==> src/rtl/prg_mem_arb.sv <==
`default_nettype none
// ============================================================================
// Module   : prg_mem_arb
// Purpose  : Arbitrates a single byte-wide PRG memory between cartridge CPU
//            cycles (qualified by the asynchronous M2 clock) and MCU DMA
//            requests. CPU has priority; a running access is never aborted
//            except by reset. Every access lasts ACC_CYC clocks followed by
//            one recovery clock with all strobes low.
// Ports    : clk, rst_n                 clock, async active-low reset
//            m2, cpu_req                cartridge M2 and PRG-select qualifier
//            cpu_addr/we/wdat, cpu_rdat CPU access attributes and read data
//            cpu_ovf                    sticky lost-CPU-request flag
//            dma_req/addr/we/wdat       DMA request (level) and attributes
//            dma_ack, dma_rdat          DMA completion pulse and read data
//            mem_addr/dato/dati         memory address and data buses
//            mem_ce/oe/we               registered active-high strobes
// Revision : 1.0 - initial release
// ============================================================================
module prg_mem_arb #(
    parameter int ACC_CYC = 4,
    parameter int ADDR_W  = 23
) (
    input  logic              clk,
    input  logic              rst_n,
    input  logic              m2,
    input  logic              cpu_req,
    input  logic [ADDR_W-1:0] cpu_addr,
    input  logic              cpu_we,
    input  logic [7:0]        cpu_wdat,
    output logic [7:0]        cpu_rdat,
    input  logic              dma_req,
    input  logic [ADDR_W-1:0] dma_addr,
    input  logic              dma_we,
    input  logic [7:0]        dma_wdat,
    output logic              dma_ack,
    output logic [7:0]        dma_rdat,
    output logic              cpu_ovf,
    output logic [ADDR_W-1:0] mem_addr,
    output logic [7:0]        mem_dato,
    input  logic [7:0]        mem_dati,
    output logic              mem_ce,
    output logic              mem_oe,
    output logic              mem_we
);

    localparam int              CNT_W = 4;
    localparam logic [CNT_W-1:0] LAST = CNT_W'(ACC_CYC);

    typedef enum logic [1:0] {
        ST_IDLE  = 2'd0,
        ST_CPU   = 2'd1,
        ST_DMA   = 2'd2,
        ST_RECOV = 2'd3
    } state_t;

    state_t             state, state_nx;
    logic [CNT_W-1:0]   cnt, cnt_nx;

    logic               m2_s1, m2_s2, m2_prev;
    logic               m2_rise, new_req;

    logic               cpu_pend;
    logic [ADDR_W-1:0]  cpu_addr_l;
    logic               cpu_we_l;
    logic [7:0]         cpu_wdat_l;

    logic               acc_we;
    logic               we_sel;
    logic               grant_cpu, grant_dma, last_cyc;
    logic               ce_nx, oe_nx, we_nx;

    assign m2_rise = m2_s2 & ~m2_prev;
    assign new_req = m2_rise & cpu_req;

    // ------------------------------------------------------------------------
    // Next-state, grant and strobe decode
    // ------------------------------------------------------------------------
    always_comb begin
        state_nx  = state;
        cnt_nx    = cnt;
        grant_cpu = 1'b0;
        grant_dma = 1'b0;
        last_cyc  = 1'b0;
        ce_nx     = 1'b0;
        oe_nx     = 1'b0;
        we_nx     = 1'b0;

        case (state)
            ST_IDLE: begin
                if (cpu_pend) begin
                    grant_cpu = 1'b1;
                    state_nx  = ST_CPU;
                    cnt_nx    = CNT_W'(1);
                end else if (dma_req) begin
                    grant_dma = 1'b1;
                    state_nx  = ST_DMA;
                    cnt_nx    = CNT_W'(1);
                end
            end
            ST_CPU, ST_DMA: begin
                if (cnt == LAST) begin
                    last_cyc = 1'b1;
                    state_nx = ST_RECOV;
                end else begin
                    cnt_nx = cnt + CNT_W'(1);
                end
            end
            ST_RECOV: state_nx = ST_IDLE;
            default:  state_nx = ST_IDLE;
        endcase

        // Direction of the access that will be running next cycle: freshly
        // granted attributes take effect immediately, otherwise the latched one.
        if (grant_cpu)
            we_sel = cpu_we_l;
        else if (grant_dma)
            we_sel = dma_we;
        else
            we_sel = acc_we;

        // Strobes are registered, so they are decoded from the next state and
        // next access-cycle number. Writes get one cycle of setup and hold.
        if (state_nx == ST_CPU || state_nx == ST_DMA) begin
            ce_nx = 1'b1;
            oe_nx = ~we_sel;
            we_nx = we_sel && (cnt_nx >= CNT_W'(2)) && (cnt_nx <= LAST - CNT_W'(1));
        end
    end

    // ------------------------------------------------------------------------
    // State register, access datapath and outputs
    // ------------------------------------------------------------------------
    always_ff @(posedge clk or negedge rst_n) begin
        if (!rst_n) begin
            state    <= ST_IDLE;
            cnt      <= '0;
            acc_we   <= 1'b0;
            mem_addr <= '0;
            mem_dato <= '0;
            mem_ce   <= 1'b0;
            mem_oe   <= 1'b0;
            mem_we   <= 1'b0;
            dma_ack  <= 1'b0;
            cpu_rdat <= '0;
            dma_rdat <= '0;
        end else begin
            state  <= state_nx;
            cnt    <= cnt_nx;
            mem_ce <= ce_nx;
            mem_oe <= oe_nx;
            mem_we <= we_nx;

            if (grant_cpu) begin
                acc_we   <= cpu_we_l;
                mem_addr <= cpu_addr_l;
                mem_dato <= cpu_wdat_l;
            end else if (grant_dma) begin
                acc_we   <= dma_we;
                mem_addr <= dma_addr;
                mem_dato <= dma_wdat;
            end

            if (last_cyc && !acc_we) begin
                if (state == ST_CPU)
                    cpu_rdat <= mem_dati;
                else
                    dma_rdat <= mem_dati;
            end

            dma_ack <= last_cyc && (state == ST_DMA);
        end
    end

    // ------------------------------------------------------------------------
    // M2 synchronizer and pending CPU request
    // ------------------------------------------------------------------------
    always_ff @(posedge clk or negedge rst_n) begin
        if (!rst_n) begin
            m2_s1      <= 1'b0;
            m2_s2      <= 1'b0;
            m2_prev    <= 1'b0;
            cpu_pend   <= 1'b0;
            cpu_ovf    <= 1'b0;
            cpu_addr_l <= '0;
            cpu_we_l   <= 1'b0;
            cpu_wdat_l <= '0;
        end else begin
            m2_s1   <= m2;
            m2_s2   <= m2_s1;
            m2_prev <= m2_s2;

            if (new_req) begin
                // A request still waiting (not granted this cycle) is lost
                // and replaced by the newer one.
                if (cpu_pend && !grant_cpu)
                    cpu_ovf <= 1'b1;
                cpu_pend   <= 1'b1;
                cpu_addr_l <= cpu_addr;
                cpu_we_l   <= cpu_we;
                cpu_wdat_l <= cpu_wdat;
            end else if (grant_cpu) begin
                cpu_pend <= 1'b0;
            end
        end
    end

endmodule
`default_nettype wire

==> config.mk <==
export PLATFORM = sky130hd
export DESIGN_NAME = prg_mem_arb
export DESIGN_NICKNAME = d
export VERILOG_FILES = /design/src/rtl/prg_mem_arb.sv
export SDC_FILE = /design/constraint.sdc
export NUM_CORES = 1
export LEC_CHECK = 0
export BUFFER_PORTS_ARGS = -buffer_cell sky130_fd_sc_hd__buf_2
export CAP_MARGIN = 20
export CORE_MARGIN = 2
export CORE_UTILIZATION = 55
export DETAILED_ROUTE_END_ITERATION = 6
export GPL_TIMING_DRIVEN = 0
export PLACE_DENSITY = 0.85
export SYNTH_ARGS = -nofsm -noshare
export SYNTH_HDL_FRONTEND = slang
export SYNTH_SLANG_ARGS = --single-unit
==> constraint.sdc <==
create_clock -name clk -period 3.7 [get_ports clk]
set_input_delay 0.185 -clock clk [delete_from_list [all_inputs] [get_ports clk]]
set_output_delay 0.185 -clock clk [all_outputs]
set_load 0.1 [all_outputs]
==> flow_summary.json <==
{
  "status": "finished clean",
  "cts.sinks": 95,
  "synth_commonest_cells": "dfrtp_1 (95), nand2_1 (62), mux2_2 (49)",
  "hold_depth": 2,
  "clkLatencyLatePin_ns": 0.36,
  "die_y_um": 90.2,
  "grt_usage_pct": 23.3,
  "synthToLayoutAreaGrowth_pct": 24.8,
  "wirelength_um": 8950,
  "final_nets": 571,
  "worst_pin_slew_ns": 0.610,
  "critPathRequiredTime_ns": 3.95,
  "initial_utilization_pct": 56.6,
  "endpoint_kind": "register",
  "ff2ff_path_depth": 6,
  "h-tree-depth": 3,
  "detail_route.first_pass.iterations": 4,
  "slew_headroom_pct": 59.3,
  "tritoncts": "yes",
  "synth_area_leader_cell": "dfrtp_1",
  "port_buffers": 127,
  "clkTransAtPathRegs_ns": 0.10,
  "ys_top_cells_by_area": "dfrtp_1 (58%), mux2_2 (14%), a22o_1 (7.3%)",
  "dp_hpwl_um": 6780,
  "synth_flop_cell": "dfrtp_1",
  "ys_async_sr_fraction_pct": 100,
  "dieArea_mm2": 0.00813,
  "grt_pass1_wl_um": 15200,
  "synth_nets": 430,
  "io_pins": 129,
  "r2r_setup_slack_ns": 1.49,
  "ctsHoldBuffers": 2,
  "finalClockSkew_ns": 0.0155,
  "cts_root_buf": "clkbuf_8",
  "vias": 3111,
  "cts_buffers": 9,
  "multi_input_area_mm2": 0.00158,
  "syn_avg_cell_area_um2": 11.8,
  "cp.arrival_ns": 2.46,
  "drtIter0Drc": 140,
  "drt-vias-per-instance": 5.26,
  "fmax_mhz": 453,
  "cp-start-kind": "register",
  "slew_violations": 0,
  "synth_edf_count": 0,
  "nFillCells": 547,
  "synth.most_common_cell": "dfrtp_1",
  "grt_overflow_total": 0,
  "drive_above_1_share_pct": 40.8,
  "cp_max_fo": 10,
  "ys_ff_latch": 95,
  "antenna_found_initial": 0,
  "startpoint": "state[1]",
  "core_region_area_mm2": 0.00721,
  "seq_area_mm2": 0.00238,
  "r2r_start": "state[1]",
  "antenna_cells": 0,
  "setup_viol": 0,
  "ys_types": 35,
  "antenna_left": 0,
  "ys_warn_count": 0,
  "drc": 0,
  "holdPathEnd": "cpu_addr_l[15]",
  "syn_area_mm2": 0.00409,
  "grt_max_degree": 70,
  "crit_type": "reg2reg",
  "finalSetupTns_ns": 0,
  "wire_per_inst_um": 15.1,
  "grt_pass1_vias": 3216,
  "cap_violations": 0,
  "die_w_um": 90.2,
  "hold_path.startpoint": "cpu_addr[15]",
  "hold_viol": 0,
  "syn_inst": 347,
  "core.rowCount": 31,
  "period_minus_slack_ns": 2.21,
  "fin_crit_sh_pct": 59.7,
  "rsz0062_at_grt": "no",
  "gp_congestion": 0.846,
  "yosys.area.top_type_share_pct": 58.2,
  "yosysSeqAreaShare_pct": 58.2,
  "cts_resized": 0,
  "clockBufferDepth": 2,
  "min_path_type": "in2reg",
  "postCtsSetupRepairBufs": 0,
  "r2r-end": "mem_we"
}
==> area by class of cell <==
cell class / instances / share of cell area [%]
Clock inverter: 6 / 1.32
Timing Repair Buffer: 130 / 13.4
Multi-Input combinational cell: 220 / 31.0
Sequential cell: 95 / 46.6
Buffer: 22 / 1.72
Inverter: 10 / 0.736
Tap cell: 99 / 2.43
Clock buffer: 10 / 2.70
==> worst max-delay path by stage <==
stage / endpoint / cells past startpoint
global route: mem_we / 6
global placement: cpu_addr_l[13] / 1
CTS: mem_we / 6
detailed placement: mem_we / 6
floorplan: cpu_rdat[0] / 7
finish: mem_we / 6
==> worst max-delay path: stages (launching register included) <==
cell and delay, ns:
dfrtp_1 0.46, inv_1 0.14, ha_1 0.29, clkbuf_1 0.43, nor3_1 0.15, a221o_1 0.38, nor4_2 0.25
==> cell usage in the layout (no fill, tap or decap), types with 2 or more instances in the layout <==
cell and count:
nor2b_1 3, clkbuf_8 10, clkinvlp_4 2, nor3_1 4
ha_1 6, buf_4 2, a22o_1 34, a21oi_1 4
o21ai_0 2, dfrtp_1 95, inv_1 10, nand3_1 30
nand2b_1 2, buf_2 127, o21bai_1 2, nor2_1 5
mux2_2 49, buf_1 3, inv_6 2, nand2_1 62
dlygate4sd3_1 2, clkbuf_1 17
==> per-stage QoR <==
step                worst slack, ns  utilization [%]  area, µm²  instances  hold WS, ns
global placement               1.63             67.2       4840        573        0.295
detailed placement             1.52             67.6       4870        574        0.130
finish                         1.49             70.7       5100        592       0.0451
floorplan                      1.85                -       4090        347       -0.111
global route                   1.29             70.7       5100        592       0.0463
CTS                            1.49             70.7       5100        592       0.0364
==> state kept, by name, summed over array words and instances, names as in the netlist, 2 cells and up <==
register and flops:
cpu_addr_l 23, mem_dato 8, cpu_rdat 8, dma_rdat 8, state 2, cpu_wdat_l 8, mem_addr 23, cnt 4
==> cells by family after synthesis <==
kind of cell,share of synthesized area (%)
simple gates,13.2
buf+inv,3.06
flops,58.2
mux,13.5
compound gates,10.2
fa+ha+maj,1.84
==> routing by layer <==
metal  part of all wire, %  global-route usage, %
met1                    42                   29.8
met2                    51                   39.0
met3                   5.5                   4.53
met4                   1.8                   9.87
met5                     0                      0
Power is left out: the tool's default activity adds up to more than one toggle a clock period on the data nets, which glitch-free logic cannot reach.
